## src/rtl/gbvga_pkg.sv

```systemverilog
// Shared constants and types for the Game Boy capture / VGA scan-out slice.
package gbvga_pkg;

  localparam int GB_H_PIXELS     = 160;
  localparam int GB_V_LINES      = 144;
  localparam int GB_FRAME_PIXELS = GB_H_PIXELS * GB_V_LINES;
  localparam int FB_ADDR_W       = 15;

  typedef logic [1:0] gb_pixel_t;

endpackage

```

## src/rtl/gb_sync_filter.sv

```systemverilog
// Two-flop synchroniser followed by a run-length deglitcher for one Game Boy
// control line. The second synchroniser flop doubles as the newest history
// entry, so a state change registers on the same edge that the FILTER_LEN-th
// agreeing sample enters the history.
module gb_sync_filter #(
  parameter int FILTER_LEN = 4
) (
  input  logic clk,
  input  logic rst,
  input  logic din,
  output logic state,
  output logic rise,
  output logic fall
);

  logic                  sync_meta;
  logic [FILTER_LEN-1:0] hist;
  logic [FILTER_LEN-1:0] hist_next;

  assign hist_next = {hist[FILTER_LEN-2:0], sync_meta};

  // Shift samples in and flip the filtered state only on a full agreeing run.
  always_ff @(posedge clk or posedge rst) begin
    if (rst) begin
      sync_meta <= 1'b0;
      hist      <= '0;
      state     <= 1'b0;
      rise      <= 1'b0;
      fall      <= 1'b0;
    end else begin
      sync_meta <= din;
      hist      <= hist_next;
      rise      <= 1'b0;
      fall      <= 1'b0;
      if ((&hist_next) && !state) begin
        state <= 1'b1;
        rise  <= 1'b1;
      end else if (!(|hist_next) && state) begin
        state <= 1'b0;
        fall  <= 1'b1;
      end
    end
  end

endmodule

```

## src/rtl/gb_capture.sv

```systemverilog
// Game Boy LCD-bus capture: filters pixel clock, hsync and vsync, counts
// pixels and issues one framebuffer write per pixel with inverted data.
module gb_capture
  import gbvga_pkg::*;
#(
  parameter int FILTER_LEN = 4,
  parameter int DATA_DELAY = 5,
  parameter int H_PIXELS   = GB_H_PIXELS,
  parameter int V_LINES    = GB_V_LINES,
  parameter int ADDR_W     = FB_ADDR_W
) (
  input  logic              clk,
  input  logic              rst,
  input  logic [1:0]        idata,
  input  logic              ihsync,
  input  logic              ivsync,
  input  logic              iclk,
  output logic              wr_en,
  output logic [ADDR_W-1:0] wr_addr,
  output logic [1:0]        wr_data,
  output logic              frame_done,
  output logic              overrun
);

  localparam int                FRAME_INT    = H_PIXELS * V_LINES;
  localparam logic [ADDR_W-1:0] FRAME_PIXELS = FRAME_INT[ADDR_W-1:0];

  logic ck_state, ck_rise, ck_fall;
  logic hs_state, hs_rise, hs_fall;
  logic vs_state, vs_rise, vs_fall;
  logic pix_event;
  logic unused_filter_outputs;

  logic [ADDR_W-1:0] ipixel;
  gb_pixel_t         data_pipe [DATA_DELAY];

  gb_sync_filter #(.FILTER_LEN(FILTER_LEN)) u_clk_filter (
    .clk(clk), .rst(rst), .din(iclk),
    .state(ck_state), .rise(ck_rise), .fall(ck_fall)
  );

  gb_sync_filter #(.FILTER_LEN(FILTER_LEN)) u_hsync_filter (
    .clk(clk), .rst(rst), .din(ihsync),
    .state(hs_state), .rise(hs_rise), .fall(hs_fall)
  );

  gb_sync_filter #(.FILTER_LEN(FILTER_LEN)) u_vsync_filter (
    .clk(clk), .rst(rst), .din(ivsync),
    .state(vs_state), .rise(vs_rise), .fall(vs_fall)
  );

  assign unused_filter_outputs = ck_state ^ ck_rise ^ hs_rise ^ vs_state ^ vs_fall;

  // A line start (hsync fall) is itself the first pixel; later pixels come
  // from pixel-clock falls while hsync is low. Coincident edges count once.
  assign pix_event = hs_fall | (ck_fall & ~hs_state);

  // Data delay line; the first two stages act as the synchroniser, and the
  // last stage holds the sample taken when the triggering raw edge arrived.
  always_ff @(posedge clk or posedge rst) begin
    if (rst) begin
      for (int i = 0; i < DATA_DELAY; i++) data_pipe[i] <= '0;
    end else begin
      data_pipe[0] <= idata;
      for (int i = 1; i < DATA_DELAY; i++) data_pipe[i] <= data_pipe[i-1];
    end
  end

  // Pixel counter, write strobe and frame/overrun flags; vsync wins over pixels.
  always_ff @(posedge clk or posedge rst) begin
    if (rst) begin
      ipixel     <= '0;
      wr_en      <= 1'b0;
      wr_addr    <= '0;
      wr_data    <= '0;
      frame_done <= 1'b0;
      overrun    <= 1'b0;
    end else begin
      wr_en      <= 1'b0;
      frame_done <= 1'b0;
      if (vs_rise) begin
        if (ipixel == FRAME_PIXELS) frame_done <= 1'b1;
        ipixel <= '0;
      end else if (pix_event) begin
        if (ipixel < FRAME_PIXELS) begin
          wr_en   <= 1'b1;
          wr_addr <= ipixel;
          wr_data <= ~data_pipe[DATA_DELAY-1];
          ipixel  <= ipixel + ADDR_W'(1);
        end else begin
          overrun <= 1'b1;
        end
      end
    end
  end

endmodule

```

## config.mk

```make
export PLATFORM = sky130hd
export DESIGN_NAME = gb_capture
export DESIGN_NICKNAME = d
export VERILOG_FILES = /design/src/rtl/gbvga_pkg.sv /design/src/rtl/gb_sync_filter.sv /design/src/rtl/gb_capture.sv
export SDC_FILE = /design/constraint.sdc
export NUM_CORES = 1
export LEC_CHECK = 0
export ABC_AREA = 1
export CAP_MARGIN = 25
export CORE_ASPECT_RATIO = 1.5
export CORE_MARGIN = 8
export CORE_UTILIZATION = 60
export CTS_CLUSTER_SIZE = 12
export DETAILED_ROUTE_END_ITERATION = 16
export PLACE_DENSITY_LB_ADDON = 0.25
export SLEW_MARGIN = 20
export SYNTH_ARGS = -nofsm -noshare
export SYNTH_HDL_FRONTEND = slang
export SYNTH_SLANG_ARGS = --single-unit
```

## constraint.sdc

```tcl
create_clock -name clk -period 5.56 [get_ports clk]
set_input_delay 0.834 -clock clk [delete_from_list [all_inputs] [get_ports clk]]
set_output_delay 0.834 -clock clk [all_outputs]
set_load 0.01 [all_outputs]
```

==> results of run 1 <==
-- layer usage --
layer  GRT usage [%]  up-vias  part of all wire [%]
li1                -      929                     -
met1            16.0      881                    41
met2            26.3       45                    51
met3            4.09       13                   4.9
met4            11.2        0                   3.1
met5               0        -                     0
-- through the flow --
stage                     std cells  hold slack [ps]  cell area (µm²)  setup slack (ps)
after floorplan                 272              331             2620              3160
after global placement          336              331             2880              3640
after detailed placement        336              336             2880              3640
after CTS                       351              351             3060              3460
after global routing            351              354             3060              3440
final                           351              349             3060              3490
-- final cells by class --
class                   count  share of cell area, %
clock inverters             6                   2.04
well taps                  46                   1.88
flip-flops and latches     63                   51.5
multi-input cells         179                   29.2
inverters                  21                   2.57
repair buffers             27                   8.75
clock buffers               9                   4.05
-- worst paths after layout --
| kind | start | end | depth (start not counted) | slack [ps] |
|---|---|---|---|---|
| setup / recovery | wr_addr[9]$_DFFE_PP0P_ | wr_addr[9] | 1 | 3490 |
| hold / removal | data_pipe[6]$_DFF_PP0_ | data_pipe[4]$_DFF_PP0_ | 0 | 350 |
| setup reg to reg | u_vsync_filter.rise$_DFF_PP0_ | ipixel[14]$_DFFE_PP0P_ | 5 | 3840 |
| hold reg to reg | data_pipe[6]$_DFF_PP0_ | data_pipe[4]$_DFF_PP0_ | 0 | 350 |
| max in group asynchronous | rst | u_vsync_filter.hist[0]$_DFF_PP0_ | 3 | 4010 |
| min in group asynchronous | rst | data_pipe[5]$_DFF_PP0_ | 3 | 1030 |
-- power by group through the flow --
stage	clock [mW]	sequential [mW]	combinational (mW)
floorplan	0	0.532	0.0551
global placement	0	0.526	0.111
detailed placement	0	0.527	0.114
CTS	0.373	0.519	0.115
global route	0.394	0.523	0.126
finish	0.364	0.518	0.111
-- kinds of logic after synthesis --
kind of cell | share of synthesized area, %
adders and majority gates | 0.956
AOI/OAI and AO/OA | 5.21
and+or+nand+nor | 26.3
xor gates and xnor gates | 1.67
buffers and inverters | 5.59
DFF | 60.2
-- state kept, by name, indices dropped and copies added (netlist names), 2 cells and up --
register	count
ipixel	15
wr_addr	15
data_pipe	10
u_clk_filter.hist	3
u_hsync_filter.hist	3
u_vsync_filter.hist	3
wr_data	2
-- cell usage in the layout (no fill, tap or decap), types with 2 or more instances in the layout --
master,n
nand2_1,80
xor2_1,5
nand2_4,2
o21ai_0,15
nor2_1,17
nor3b_1,2
inv_1,16
clkinvlp_4,3
o21ai_1,6
dfrtp_1,63
clkinv_2,2
inv_2,5
nor3_1,3
clkbuf_8,9
nand3_2,6
a21oi_1,3
clkdlybuf4s50_1,26
nand3_1,21
nand4_1,6
nor4_1,2
nor2_2,2
ha_1,2
or2_2,2
==> summary.txt, run 1 <==
Cells and area
  – Layout cells sized above 1: 11.8%
  – FF/Latch Area: 0.00158 mm²
  – Nets: 310
  – Core Util, Final: 72.7%
  – Multi-input logic area: between 800 and 900 µm²
  – Area delta synth->final: 17.0%
  – # diodes: 0
  – Filler instances: 360

Power and ir drop
  – Int Power: about 0.75 mW
  – Clock Power Share: about 37%
  – Combinational Power Share: 11.2%
  – Sw frac: 24.3%
  – Leakage: 1.49 nW
  – Flop pwr share: 52.2%
  – Tot Pwr: about 0.99 mW
  – Max VDD drop: 0.000283 V
  – Power density over cell area: 324 mW/mm²
  – Psw: 0.241 mW

CTS
  – Clock Path Buffers: 2
  – Reg clk slew, reported paths: 60 ps
  – CTS Sinks: 63
  – Clock Tree Root: clkbuf_8
  – CTS tree: done
  – Postcts setup bufs: 0
  – Post-CTS Hold Buffers: 0
  – H-Tree Depth: 3
  – PostCTS Resize Cnt: 0
  – Clk_lat worst skew: 330 ps
  – Total CTS buffers: 9

Floorplan
  – Die ar.: 0.00678 mm²
  – Core area: ~0.0042 mm²
  – Row count: 29
  – Die Y: ~97 µm
  – Die width: 69.9 µm
  – Starting Density: 62.2%
  – Io pins: 27

Yosys
  – Most numerous cell in the Yosys netlist: nand2_1
  – Synth cell count leaders: 80 x nand2_1, 63 x dfrtp_1, 21 x nand3_1
  – Asr flop ratio synth: 100%
  – Mapped Area: roughly 0.0026 mm²
  – Avg Inst Size Synth: 9.62 µm²
  – Yosys synthesis warning count: 0
  – Synth top area cells: dfrtp_1 60%, nand2_1 11%, nand3_1 4.0%
  – Synth Register Bits: 63
  – Top cell type's share of synthesized area: 60.2%
  – Seq/Total Area, Yosys: 60.2%
  – Net count after synthesis: roughly 280
  – Synth Flop Type: dfrtp_1
  – Cell type with the largest total area after synthesis: dfrtp_1
  – Number of flops mapped to enable cells by yosys: 0
  – Post-Syn Instances: between 200 and 300
  – Count of different cell masters after synthesis: 28

STA
  – Setup TNS: 0 ps
  – Rel. slew slack: 49.1%
  – Max Clock Skew: between 7 and 8 ps
  – Worst-margin pin slew: 764 ps
  – Tcrit/Tclk final: between 30% and 40%
  – Unrepaired setup endpoints after global routing: false
  – Slew Viols, Final: 0
  – Final Hold Fails: 0
  – Final min period: 2070 ps
  – Final setup fails: 0
  – Peak Freq: 483 MHz

Global routing
  – Largest net degree at the start of global routing: 64
  – Grt total ovfl: 0
  – Number of global-route vias before repair: 1952
  – GRT Total Usage: between 15 and 20%
  – First-pass GRT wire length: about 8.6 mm
  – Antenna violations before repair: 0

Critical path
  – Crit path cell chain: clkdlybuf4s50_1
  – Worst endpoint required time: 4730 ps
  – Crit start category: flop
  – Critical path class: reg2out
  – WP buf/inv: 1
  – Critical path peak fanout: 2
  – Critical Path End Type: primary output
  – Delay-heaviest family, CP: buffers and inverters
  – Critical Path AT: approximately 1200 ps
  – Critical path's slowest cell: clkdlybuf4s50_1
  – Max incr delay on CP: 550 ps

Placed design
  – DP Wirelength: 3.27 mm
  – RePlAce Congestion: ~0.93
  – Port bufs: 26

Detailed routing
  – TritonRoute pass-1 iters: 6
  – DR iter-0 viols: about 100
  – Via count: ~1900
  – DRC: 0
  – Wire length per cell: 13.5 µm
  – Antenna viol nets, final: 0
  – Vias per Instance: 5.32
  – WL final: 4.74 mm

Hold path
  – Hold WC Path Type: reg2reg

Run
  – Max cap viols: 0

Run status
  – Outcome: complete, no violations
Note: power is estimated with default switching activity, not from simulation.
==> run 2: changes to the inputs <==
CORE_UTILIZATION = 56   (was 60)
clock period = 1.97 ns   (was 5.56 ns; I/O delays follow)
==> summary.txt, run 2 (synthesis results as in run 1) <==
CTS
  – Clock Path Buffers: 2
  – Reg clk slew, reported paths: 70 ps
  – Clock Tree Root: clkbuf_8
  – CTS Sinks: 63
  – Total CTS buffers: 9
  – Post-CTS Hold Buffers: 0
  – CTS tree: done
  – Postcts setup bufs: 0
  – PostCTS Resize Cnt: 0
  – Clk_lat worst skew: between 300 and 400 ps
  – H-Tree Depth: 3

STA
  – Slew Viols, Final: 0
  – Final setup fails: 0
  – Peak Freq: 643 MHz
  – Setup TNS: 0 ps
  – Rel. slew slack: 68.3%
  – Tcrit/Tclk final: 79.0%
  – Final Hold Fails: 0
  – Unrepaired setup endpoints after global routing: false
  – Worst-margin pin slew: around 480 ps
  – Max Clock Skew: 12.7 ps
  – Final min period: 1560 ps

Run
  – Max cap viols: 0

Critical path
  – WP buf/inv: 1
  – Critical path class: reg2out
  – Reg2Reg Depth: 6
  – Critical path peak fanout: 2
  – Crit path cell chain: clkdlybuf4s50_1
  – Delay-heaviest family, CP: buffers and inverters
  – Crit start category: flop
  – Critical Path AT: 1260 ps
  – RR Startpoint: ipixel[13]$_DFFE_PP0P_
  – R2R Setup Slk: about 450 ps
  – Critical Path End Type: primary output
  – Worst endpoint required time: 1670 ps
  – R2r endpoint: ipixel[4]$_DFFE_PP0P_
  – Max incr delay on CP: 550 ps
  – Critical path's slowest cell: clkdlybuf4s50_1

Power and ir drop
  – Max VDD drop: 0.000733 V
  – Leakage: around 1.5 nW
  – Power density over cell area: 899 mW/mm²

Placed design
  – RePlAce Congestion: around 0.93
  – DP Wirelength: 3.39 mm
  – Port bufs: 26

Detailed routing
  – Via count: 1858
  – DRC: 0
  – Wire length per cell: 13.9 µm
  – WL final: around 5.0 mm
  – TritonRoute pass-1 iters: 4
  – Antenna viol nets, final: 0
  – Vias per Instance: 5.20
  – DR iter-0 viols: 82

Run status
  – Outcome: complete, no violations

Cells and area
  – Core Util, Final: 68.8%
  – Commonest non-fill, non-tap cell in the layout: nand2_1
  – Most frequent cells in the layout: 80 x nand2_1, 63 x dfrtp_1, 26 x clkdlybuf4s50_1, 21 x nand3_1, 17 x nor2_1
  – Nets: 313
  – Layout cells sized above 1: 12.6%
  – # diodes: 0
  – Top flop regs: ipixel: 15 flops, wr_addr: 15 flops, data_pipe: 10 flops
  – Area delta synth->final: 18.3%

Floorplan
  – Core area: 0.00450 mm²
  – Io pins: 27
  – Row count: 30
  – Die Y: 99.7 µm
  – Starting Density: 58.1%
  – Die width: 71.8 µm
  – Die ar.: 0.00716 mm²

Global routing
  – GRT Total Usage: 15.8%
  – Grt total ovfl: 0
  – Largest net degree at the start of global routing: 64
  – Antenna violations before repair: 0
  – Number of global-route vias before repair: 1916
  – First-pass GRT wire length: 8.65 mm

Hold path
  – Hold WC Path Type: in2async
==> run 2: cell count changes in the layout (fill, tap and decap cells not counted), sizes merged <==
cell      before  now
buf            1    4
clkbuf         9   12
bufinv         1    0
clkinv         2    1
clkinvlp       3    2
inv           21   22
==> run 2: worst max path at each step <==
| stage | cells after the start | end | from |
|---|---|---|---|
| 5_1_grt | 6 | wr_addr[8]$_DFFE_PP0P_ | ipixel[13]$_DFFE_PP0P_ |
| 4_1_cts | 1 | wr_addr[14] | wr_addr[14]$_DFFE_PP0P_ |
| 3_5_place_dp | 6 | ipixel[13]$_DFFE_PP0P_ | ipixel[13]$_DFFE_PP0P_ |
| 3_3_place_gp | 6 | wr_addr[12]$_DFFE_PP0P_ | ipixel[13]$_DFFE_PP0P_ |
| 6_report | 1 | wr_addr[14] | wr_addr[14]$_DFFE_PP0P_ |
| 2_1_floorplan | 1 | data_pipe[0]$_DFF_PP0_ | rst |
==> run 2: routing by layer <==
| metal | track usage [%] | up-vias | share of wire, % |
|---|---|---|---|
| li1 | - | 938 | - |
| met1 | 16.9 | 871 | 42 |
| met2 | 26.3 | 37 | 50 |
| met3 | 5.44 | 12 | 5.0 |
| met4 | 9.00 | 0 | 2.9 |
| met5 | 0 | - | 0 |
==> run 2: area by class of cell <==
type	instances	area, µm²
clock buffer	12	155
clock inverter	4	28.8
fill	383	1410
inverter	21	78.8
multi-input combinational	179	895
sequential	63	1580
tap	48	60.1
timing repair buffer	30	303
==> run 2: power by group <==
part | total, mW | leakage (nW) | internal, mW | switching, mW
combinational | 0.315 | 0.611 | 0.154 | 0.161
clock | 1.01 | 0.0890 | 0.526 | 0.480
sequential | 1.46 | 0.813 | 1.40 | 0.0631
==> run 2: stage by stage <==
step	std cells	total power, mW	setup slack [ps]	hold slack [ps]	instance area (µm²)
2_1_floorplan	272	1.66	105	327	2620
3_3_place_gp	341	1.80	510	332	2910
3_5_place_dp	341	1.81	489	335	2910
4_1_cts	357	2.83	394	335	3100
5_1_grt	357	2.92	324	354	3100
6_report	357	2.79	415	332	3100
